### src/rtl/soc_led_pkg.sv
// Shared constants and elaboration-time parameter checks for the multi-channel LED counter.
package soc_led_pkg;

    localparam logic MODE_DIRECT = 1'b0;
    localparam logic MODE_PWM    = 1'b1;

    function automatic bit params_ok(input int unsigned channels,
                                     input int unsigned cnt_w,
                                     input int unsigned tap_lsb,
                                     input int unsigned led_per_ch,
                                     input int unsigned pwm_w);
        return (channels >= 1) && (channels <= 8) && (led_per_ch >= 1) &&
               (tap_lsb + led_per_ch <= cnt_w) && (pwm_w >= 1) && (pwm_w <= tap_lsb);
    endfunction

endpackage

### src/rtl/soc_led_channel.sv
// One LED counter channel: prescaler, counter, wrap pulse and tap/PWM output.
// PWM gating is built only when SOC_LED_PWM_EN is defined.
module soc_led_channel
    import soc_led_pkg::*;
#(
    parameter int unsigned CNT_W      = 24,
    parameter int unsigned TAP_LSB    = 20,
    parameter int unsigned LED_PER_CH = 2,
    parameter int unsigned DIV_W      = 8,
    parameter int unsigned PWM_W      = 8
) (
    input  logic                  clk_i,
    input  logic                  rst_ni,
    input  logic                  clr_i,
    input  logic                  en_i,
    input  logic [DIV_W-1:0]      div_i,
    input  logic                  mode_i,
    input  logic [PWM_W-1:0]      duty_i,
    output logic [LED_PER_CH-1:0] led_o,
    output logic                  wrap_o
);

    logic [DIV_W-1:0] div_q, div_d;
    logic [CNT_W-1:0] cnt_q, cnt_d;
    logic             wrap_q, wrap_d;
    logic             tick;

    // Equality compare: a prescaler above a lowered div_i rolls through 2^DIV_W.
    assign tick = en_i && (div_q == div_i);

    always_comb begin
        div_d  = div_q;
        cnt_d  = cnt_q;
        wrap_d = 1'b0;
        if (clr_i) begin
            div_d = '0;
            cnt_d = '0;
        end else if (tick) begin
            div_d  = '0;
            cnt_d  = cnt_q + CNT_W'(1);
            wrap_d = &cnt_q;
        end else if (en_i) begin
            div_d = div_q + DIV_W'(1);
        end
    end

    always_ff @(posedge clk_i) begin
        if (!rst_ni) begin
            div_q  <= '0;
            cnt_q  <= '0;
            wrap_q <= 1'b0;
        end else begin
            div_q  <= div_d;
            cnt_q  <= cnt_d;
            wrap_q <= wrap_d;
        end
    end

    assign wrap_o = wrap_q;

`ifdef SOC_LED_PWM_EN
    logic pwm_on;

    assign pwm_on = cnt_q[PWM_W-1:0] < duty_i;

    always_comb begin
        led_o = cnt_q[TAP_LSB +: LED_PER_CH];
        if (mode_i == MODE_PWM) begin
            led_o = cnt_q[TAP_LSB +: LED_PER_CH] & {LED_PER_CH{pwm_on}};
        end
    end
`else
    logic unused_pwm;

    assign unused_pwm = ^{mode_i, duty_i};
    assign led_o      = cnt_q[TAP_LSB +: LED_PER_CH];
`endif

endmodule

### src/rtl/soc_led_counter.sv
// Multi-channel LED activity counter; replicates soc_led_channel over flat buses.
// Optional PWM brightness mode enabled by defining SOC_LED_PWM_EN.
module soc_led_counter
    import soc_led_pkg::*;
#(
    parameter int unsigned CHANNELS   = 2,
    parameter int unsigned CNT_W      = 24,
    parameter int unsigned TAP_LSB    = 20,
    parameter int unsigned LED_PER_CH = 2,
    parameter int unsigned DIV_W      = 8,
    parameter int unsigned PWM_W      = 8
) (
    input  logic                           clk,
    input  logic                           rst_n,
    input  logic [CHANNELS-1:0]            ch_clr,
    input  logic [CHANNELS-1:0]            ch_en,
    input  logic [CHANNELS*DIV_W-1:0]      ch_div,
    input  logic [CHANNELS-1:0]            ch_mode,
    input  logic [CHANNELS*PWM_W-1:0]      pwm_duty,
    output logic [CHANNELS*LED_PER_CH-1:0] led,
    output logic [CHANNELS-1:0]            wrap
);

    if (!params_ok(CHANNELS, CNT_W, TAP_LSB, LED_PER_CH, PWM_W)) begin : g_param_err
        $error("soc_led_counter: invalid CHANNELS/CNT_W/TAP_LSB/LED_PER_CH/PWM_W");
    end

    for (genvar c = 0; c < CHANNELS; c++) begin : g_ch
        soc_led_channel #(
            .CNT_W      (CNT_W),
            .TAP_LSB    (TAP_LSB),
            .LED_PER_CH (LED_PER_CH),
            .DIV_W      (DIV_W),
            .PWM_W      (PWM_W)
        ) u_channel (
            .clk_i  (clk),
            .rst_ni (rst_n),
            .clr_i  (ch_clr[c]),
            .en_i   (ch_en[c]),
            .div_i  (ch_div[c*DIV_W +: DIV_W]),
            .mode_i (ch_mode[c]),
            .duty_i (pwm_duty[c*PWM_W +: PWM_W]),
            .led_o  (led[c*LED_PER_CH +: LED_PER_CH]),
            .wrap_o (wrap[c])
        );
    end

endmodule

### config.mk
export PLATFORM = sky130hd
export DESIGN_NAME = soc_led_counter
export DESIGN_NICKNAME = d
export VERILOG_FILES = /design/src/rtl/soc_led_pkg.sv /design/src/rtl/soc_led_channel.sv /design/src/rtl/soc_led_counter.sv
export SDC_FILE = /design/constraint.sdc
export NUM_CORES = 1
export LEC_CHECK = 0
export ABC_AREA = 1
export ABC_CLOCK_PERIOD_IN_PS = 1590
export BUFFER_PORTS_ARGS = -buffer_cell sky130_fd_sc_hd__buf_2
export CORE_UTILIZATION = 35
export DETAILED_ROUTE_END_ITERATION = 6
export PLACE_DENSITY = 0.61
export SYNTH_ARGS = -nofsm -noshare
export SYNTH_HDL_FRONTEND = slang
export SYNTH_SLANG_ARGS = --single-unit
### constraint.sdc
create_clock -name clk -period 1.59 [get_ports clk]
set_input_delay 0.318 -clock clk [delete_from_list [all_inputs] [get_ports clk]]
set_output_delay 0.318 -clock clk [all_outputs]
set_load 0.01 [all_outputs]
# After elaboration in Yosys (flattened, before gate mapping)
# Index checks and enable logic that the tools add are counted.
# op_classes
reduce_logical	10
n_bitwise	3
n_eq_ne	2
addsub	4
# ops
cell	count
$add A24 B1 Y24 const B	2
$reduce_and A24 Y1	2
$add A8 B1 Y8 const B	2
$eq A8 B8 Y1	2
$reduce_or A3 Y1	4
$reduce_or A2 Y1	2
$not A1 Y1	3
$logic_and A1 B1 Y1	2
# totals
input_bits	40
elab_cells	25
ff_bits	66
output_inout_bits	6

# Logic depth before layout (Yosys ltp)
# Gate-level depths: netlist of run 1.
# logic_depth
word_depth	4
depth_mapped	11
ltp_nobuf	11

# By module
# A second synthesis of run 1 with hierarchy kept.
# unflattened
cells_unflattened	676
area_unflattened_um2	4216.5
# modules_own_cells
mod	area_each_um2	seq_area_each_um2	cells_each	n_inst
soc_led_channel	2108.3	660.6	338	2

# Least setup slack after synthesis of run 1
# No wires, ideal clock.
# synth_timing
path_kind	register to register
startpoint	reg g_ch[0].u_channel.cnt_q[0]
endpoint	reg g_ch[0].u_channel.cnt_q[18]
stages_incl_launch_ff	9
n_path_buf	0
setup_ns	0.115
arrival_ns	1.385
t_required_ns	1.475
synth_period_minus_slack_ns	1.500
slack_ns	0.090
cell_sequence	dfxtp_1 ha_1 nand2_1 nor2_1 nand3b_1 nor3_1 nand3_1 nand2_1 nor2_1
# synth_via
elab_chain_cells	1
# synth_rtl
element	line	text
start, declared	soc_led_channel.sv:24	logic [CNT_W-1:0] cnt_q, cnt_d;
start signal, assigned	soc_led_channel.sv:54	cnt_q <= cnt_d;
$add A24 B1 Y24	soc_led_channel.sv:40	cnt_d = cnt_q + CNT_W'(1);
# Every way passes these cells.
# A chain may end at the register's enable or synchronous reset.

# Worst setup path in the final report of run 1
# layout_timing
startpoint	reg g_ch[0].u_channel.cnt_q[5]
endpoint	reg g_ch[0].u_channel.cnt_q[23]
# Same word-level chain as after synthesis.

==> results of run 1 <==
-- state kept, by name, summed over array words and instances, names as in the netlist --
signal,count
g_ch.u_channel.div_q,16
g_ch.u_channel.wrap_o,2
g_ch.u_channel.cnt_q,48
-- cell usage in the layout (no fill, tap or decap), types with 10 or more instances in the layout --
cell type | synthesis | layout
xor2_1 | 14 | 14
nor2_1 | 109 | 104
nor2_2 | 10 | 13
nand3_1 | 90 | 89
inv_1 | 94 | 94
dfxtp_1 | 66 | 56
nand2_1 | 221 | 218
buf_4 | 11 | 31
a21oi_1 | 38 | 38
nand4_1 | 13 | 13
buf_2 | 1 | 27
inv_2 | 18 | 18
dfxtp_2 | 0 | 10
-- synth_stat cells --
cell type  number  area share (%)
nand2_1       221              18
nor2_1        109             9.1
a21oi_1        38             4.2
nor2_2         10             1.4
nand4_1        13             1.8
xor2_1         14             2.7
nand3b_1        6             1.0
ha_1            4             1.1
inv_1          94             7.9
nand3_2         3            0.67
buf_2           1            0.11
xnor2_1         4            0.78
buf_4          11             1.8
nor2_4          6             1.5
dfxtp_1        66              29
o21ai_0         2            0.22
nor3_1         11             1.2
nand2_2         8             1.1
nor2_8          1            0.45
inv_2          18             1.5
nand2_4         1            0.25
nand3_1        90              10
clkbuf_8        2            0.61
clkinv_1        1           0.084
o21ai_1         5            0.56
nor3_2          4            0.89
buf_6           3            0.75
clkbuf_1        3            0.25
-- stage by stage --
step,power [mW],cells
6_report,3.92,981
5_1_grt,4.07,981
4_1_cts,3.98,977
3_5_place_dp,1.93,961
3_3_place_gp,1.93,961
2_1_floorplan,1.85,749
-- worst max-delay path, delay by kind of cell (launching register included) --
family           cells  cell delay [ns]
AND/OR/NAND/NOR      7             0.97
flip-flops           1             0.38
-- layout make-up --
type                            instances  area share, %
Multi-Input combinational cell        550           49.0
Clock buffer                           10           4.41
Inverter                              113           7.82
Clock inverter                          6           1.22
Sequential cell                        66           24.6
Tap cell                              172           3.97
Timing Repair Buffer                   64           9.00
-- cells by family after synthesis --
kind of cell             Yosys count  synth area share [%]
AND/OR/NAND/NOR                  483                  47.9
AO/OA/AOI/OAI                     45                  5.02
buffers and inverters            133                  13.0
XOR/XNOR                          18                  3.51
adder cells (fa/ha/maj)            4                  1.11
flip-flops                        66                  29.4
-- metal layers --
layer	share of wire, %	up-vias
li1	-	2442
met1	52	1951
met2	43	76
met3	4.2	8
met4	1.1	0
met5	0	-
-- worst min path at each step --
stage	to	cells after the start
finish	g_ch[1].u_channel.div_q[0]	3
CTS	g_ch[0].u_channel.div_q[0]	3
detailed placement	g_ch[1].u_channel.div_q[6]	2
global route	g_ch[0].u_channel.div_q[0]	3
floorplan	g_ch[1].u_channel.div_q[6]	2
global placement	g_ch[1].u_channel.div_q[6]	2
-- power by group --
part	internal [mW]	leakage [nW]	switching [mW]
sequential	1.66	0.537	0.00424
combinational	0.0879	1.60	0.148
clock	1.25	0.141	0.765
-- repair_timing --
| item | CTS | global route |
|---|---|---|
| setup endpoints to repair | 0 | 35 |
| resized for setup | 0 | 29 |
| buffers inserted | 0 | 4 |
==> results.json, run 1 <==
{
  "first_global_vias": 4039,
  "critPathKind": "reg -> reg",
  "multi_input_area_sq_um": 2660,
  "yosysSeqAreaShare_pct": 29.4,
  "busiest_layer": "met2",
  "gp_congestion": 0.797,
  "synth.distinct_cells": 28,
  "slowest_stage": "dfxtp_1",
  "power_density_nw_per_um2": 723,
  "path_cells": "nand2_1 > nor2_4 > nand3b_1 > nor3_2 > nand3_1 > nand2_1 > nor2_1",
  "diodes": 0,
  "grt_pass1_wl_um": 17700,
  "yosysWarnings": 0,
  "outcome": "completed",
  "firstDrtPassIters": 4,
  "overflow": 0,
  "fin_crit_ns": 1.46,
  "grt_use_met3_pct": 4.11,
  "setup_violations": 0,
  "vias": 4477,
  "antenna_left": 0,
  "routedWlPerCell_um": 10.3,
  "required_ns": 1.82,
  "slew_headroom_pct": 73.9,
  "initial_core_util_pct": 35.7,
  "io_pins": 46,
  "hp-start": "ch_en[1]",
  "grtUsageMet2_pct": 26.6,
  "ys_ff_latch": 66,
  "vias_per_cell": 4.56,
  "finalCritPeriodShare_pct": 92.0,
  "io_buffers": 27,
  "grt_max_degree": 24,
  "seq_area_sq_um": 1330,
  "syn_nets": 793,
  "design.die.area_sq_um": 13300,
  "drt-initial-drc-count": 216,
  "cts_tree": "done",
  "netlist_area_sq_um": 4490,
  "fp.dieW_um": 115,
  "syn_area_per_cell_sq_um": 6.00,
  "p_leak_nw": 2.28,
  "worstPathMaxFanout": 5,
  "reg2reg_to": "g_ch[0].u_channel.cnt_q[23]",
  "rrSetupSlack_ns": 0.13,
  "worst_slack_ns": 0.127,
  "antenna_found_initial": 0,
  "track_usage_pct": 16.7,
  "critical_path.max_stage_delay_ns": 0.38,
  "reg2reg_depth": 7,
  "crit_path_end": "g_ch[0].u_channel.cnt_q[23]",
  "htree_levels": 3,
  "use_met1_pct": 22.1,
  "synthesis.instances": 749,
  "tns_ns": 0,
  "skew_ns": 0.00849,
  "core_area_sq_um": 12600,
  "drc": 0,
  "peakVddDrop_mv": 0.512,
  "r2r-start": "g_ch[0].u_channel.cnt_q[5]",
  "fillers": 1320,
  "clock_latency_ns": 0.34,
  "hold_ws_ns": 0.299,
  "fmax_ghz": 0.683,
  "ctsHoldBuffers": 0,
  "worstPathArrival_ns": 1.69,
  "dp_slack_ns": 0.0899,
  "final_design_area_no_fill_sq_um": 5420,
  "crit_start": "g_ch[0].u_channel.cnt_q[5]",
  "dpl.hpwl_um": 7460,
  "dpl-instance-area_sq_um": 4990,
  "slew_viol_final": 0,
  "hold_class": "in -> reg",
  "clkTransAtPathRegs_ns": 0.06,
  "clock_sinks": 66,
  "fin_nets": 848,
  "hold_viol_final": 0,
  "wl_um": 10100,
  "maxCapViolCount": 0,
  "cpMostUsedCell": "nand2_1",
  "cts_made_buffers": 9,
  "chipHeight_um": 115,
  "endpoint_kind": "flop",
  "cts-root-buf": "clkbuf_16",
  "worst_pin_slew_ns": 0.391,
  "final_layout_size_suffix_gt1_share_pct": 19.3,
  "fin_util_pct": 43.1,
  "std_cell_rows": 41,
  "syn2layout_area_growth_pct": 20.7,
  "ctsLongestPathBuffers": 2,
  "startpoint_type": "flop"
}
Power figures use the tool's default switching activity.
==> inputs of run 2 (changes only) <==
--- a/config.mk
+++ b/config.mk
@@ -8,9 +8,9 @@
 export ABC_AREA = 1
 export ABC_CLOCK_PERIOD_IN_PS = 1590
 export BUFFER_PORTS_ARGS = -buffer_cell sky130_fd_sc_hd__buf_2
-export CORE_UTILIZATION = 35
+export CORE_UTILIZATION = 40
 export DETAILED_ROUTE_END_ITERATION = 6
-export PLACE_DENSITY = 0.61
+export PLACE_DENSITY = 0.67
 export SYNTH_ARGS = -nofsm -noshare
 export SYNTH_HDL_FRONTEND = slang
 export SYNTH_SLANG_ARGS = --single-unit
==> results.json, run 2 (synthesis gave the netlist of run 1 again) <==
{
  "outcome": "completed",
  "fin_crit_ns": 1.50,
  "final_design_area_no_fill_sq_um": 5280,
  "path_cells": "inv_2 > nand2_2 > nand2_1 > nor2_1 > nand3_1 > nor2_4 > clkbuf_16 > nand3_1 > nand2_1 > nor2_1",
  "layout_commonest_cell": "nand2_1",
  "slew_headroom_pct": 71.8,
  "routedWlPerCell_um": 10.5,
  "startpoint_type": "flop",
  "chipHeight_um": 108,
  "first_global_vias": 3922,
  "tns_ns": 0,
  "peakVddDrop_mv": 0.428,
  "multi_input_area_sq_um": 2700,
  "slew_viol_final": 0,
  "dpl.hpwl_um": 7280,
  "p_leak_nw": 2.23,
  "io_pins": 46,
  "total_power_mw": 3.19,
  "required_ns": 1.84,
  "antenna_found_initial": 0,
  "worst_pin_slew_ns": 0.423,
  "largest_register_ffs": 48,
  "hold_ws_ns": 0.296,
  "final_layout_size_suffix_gt1_share_pct": 20.0,
  "seq_area_sq_um": 1340,
  "clock_sinks": 66,
  "clock_latency_ns": 0.35,
  "critical_path.max_stage_delay_ns": 0.35,
  "fp.dieW_um": 108,
  "critPathKind": "reg -> reg",
  "vias_per_cell": 4.75,
  "gp_congestion": 0.838,
  "rsz0062_at_grt": "true",
  "cts_tree": "done",
  "initial_core_util_pct": 41.2,
  "ctsHoldBuffers": 0,
  "htree_levels": 3,
  "vias": 4489,
  "diodes": 0,
  "dp_slack_ns": 0.0562,
  "drt-initial-drc-count": 226,
  "std_cell_rows": 38,
  "firstDrtPassIters": 4,
  "hold_class": "in -> reg",
  "maxCapViolCount": 0,
  "dpl.cell_count": 923,
  "slowest_stage": "dfxtp_2",
  "worstPathMaxFanout": 6,
  "cts_made_buffers": 9,
  "io_buffers": 27,
  "worst_slack_ns": 0.0855,
  "track_usage_pct": 17.7,
  "fin_cells": 946,
  "grt_max_degree": 24,
  "critPathBufInv": 2,
  "core_area_sq_um": 10900,
  "fin_util_pct": 48.5,
  "setup_violations": 0,
  "critical_path.top_delay_family": "simple AND/OR/NAND/NOR gates",
  "dpl-instance-area_sq_um": 4870,
  "overflow": 0,
  "largest-register": "g_ch.u_channel.cnt_q",
  "hold_viol_final": 0,
  "fillers": 1157,
  "endpoint_kind": "flop",
  "wl_um": 9920,
  "ctsLongestPathBuffers": 2,
  "antenna_left": 0,
  "finalCritPeriodShare_pct": 94.6,
  "fmax_ghz": 0.665,
  "skew_ns": 0.0108,
  "layout_common_cells": "nand2_1, nor2_1, inv_1",
  "worstPathArrival_ns": 1.75,
  "cts-root-buf": "clkbuf_8",
  "drc": 0,
  "clkTransAtPathRegs_ns": 0.08,
  "design.die.area_sq_um": 11700,
  "power_density_nw_per_um2": 604,
  "syn2layout_area_growth_pct": 17.7,
  "grt_pass1_wl_um": 16600,
  "fin_nets": 845
}
## run 2: where the power goes
part	switching [mW]	internal (mW)	leakage [nW]	total [mW]
Sequential	0.00385	1.65	0.539	1.66
Clock	0.663	0.642	0.0988	1.31
Combinational	0.146	0.0845	1.59	0.230
## run 2: final timing paths
path                                                 start  slack, ns                     endpoint  cells after the start
worst min-delay path                              ch_en[0]       0.30   g_ch[0].u_channel.div_q[0]                      3
worst max-delay path            g_ch[0].u_channel.div_q[3]       0.09  g_ch[0].u_channel.cnt_q[20]                     10
worst min register to register  g_ch[1].u_channel.div_q[6]       0.48   g_ch[1].u_channel.div_q[6]                      2
worst max register to register  g_ch[0].u_channel.div_q[3]       0.09  g_ch[0].u_channel.cnt_q[20]                     10
## run 2: final cells by class
class / instances / area share [%]
multi-input cells: 550 / 51.0
flip-flops and latches: 66 / 25.4
repair buffers: 61 / 8.83
inverters: 113 / 8.03
well taps: 140 / 3.32
clock buffers: 11 / 2.87
clock inverters: 5 / 0.545
## run 2: worst reg2reg max path, delay by kind of cell (launching register included)
family	cells	cell delay [ns]
flip-flops	1	0.35
AND/OR/NAND/NOR	8	0.78
buffers and inverters	2	0.27
## run 2: repair_timing
item | CTS | global route
buffers inserted | 0 | 4
endpoints found under the setup margin | 0 | 25
gates resized for setup | 0 | 42
## run 2: layer usage
layer / GRT usage (%) / part of all wire, % / up-vias
met5: 0 / 0 / -
met4: 5.19 / 1.0 / 0
met3: 3.80 / 3.6 / 7
met2: 31.7 / 48 / 58
met1: 21.1 / 47 / 1981
li1: - / - / 2443
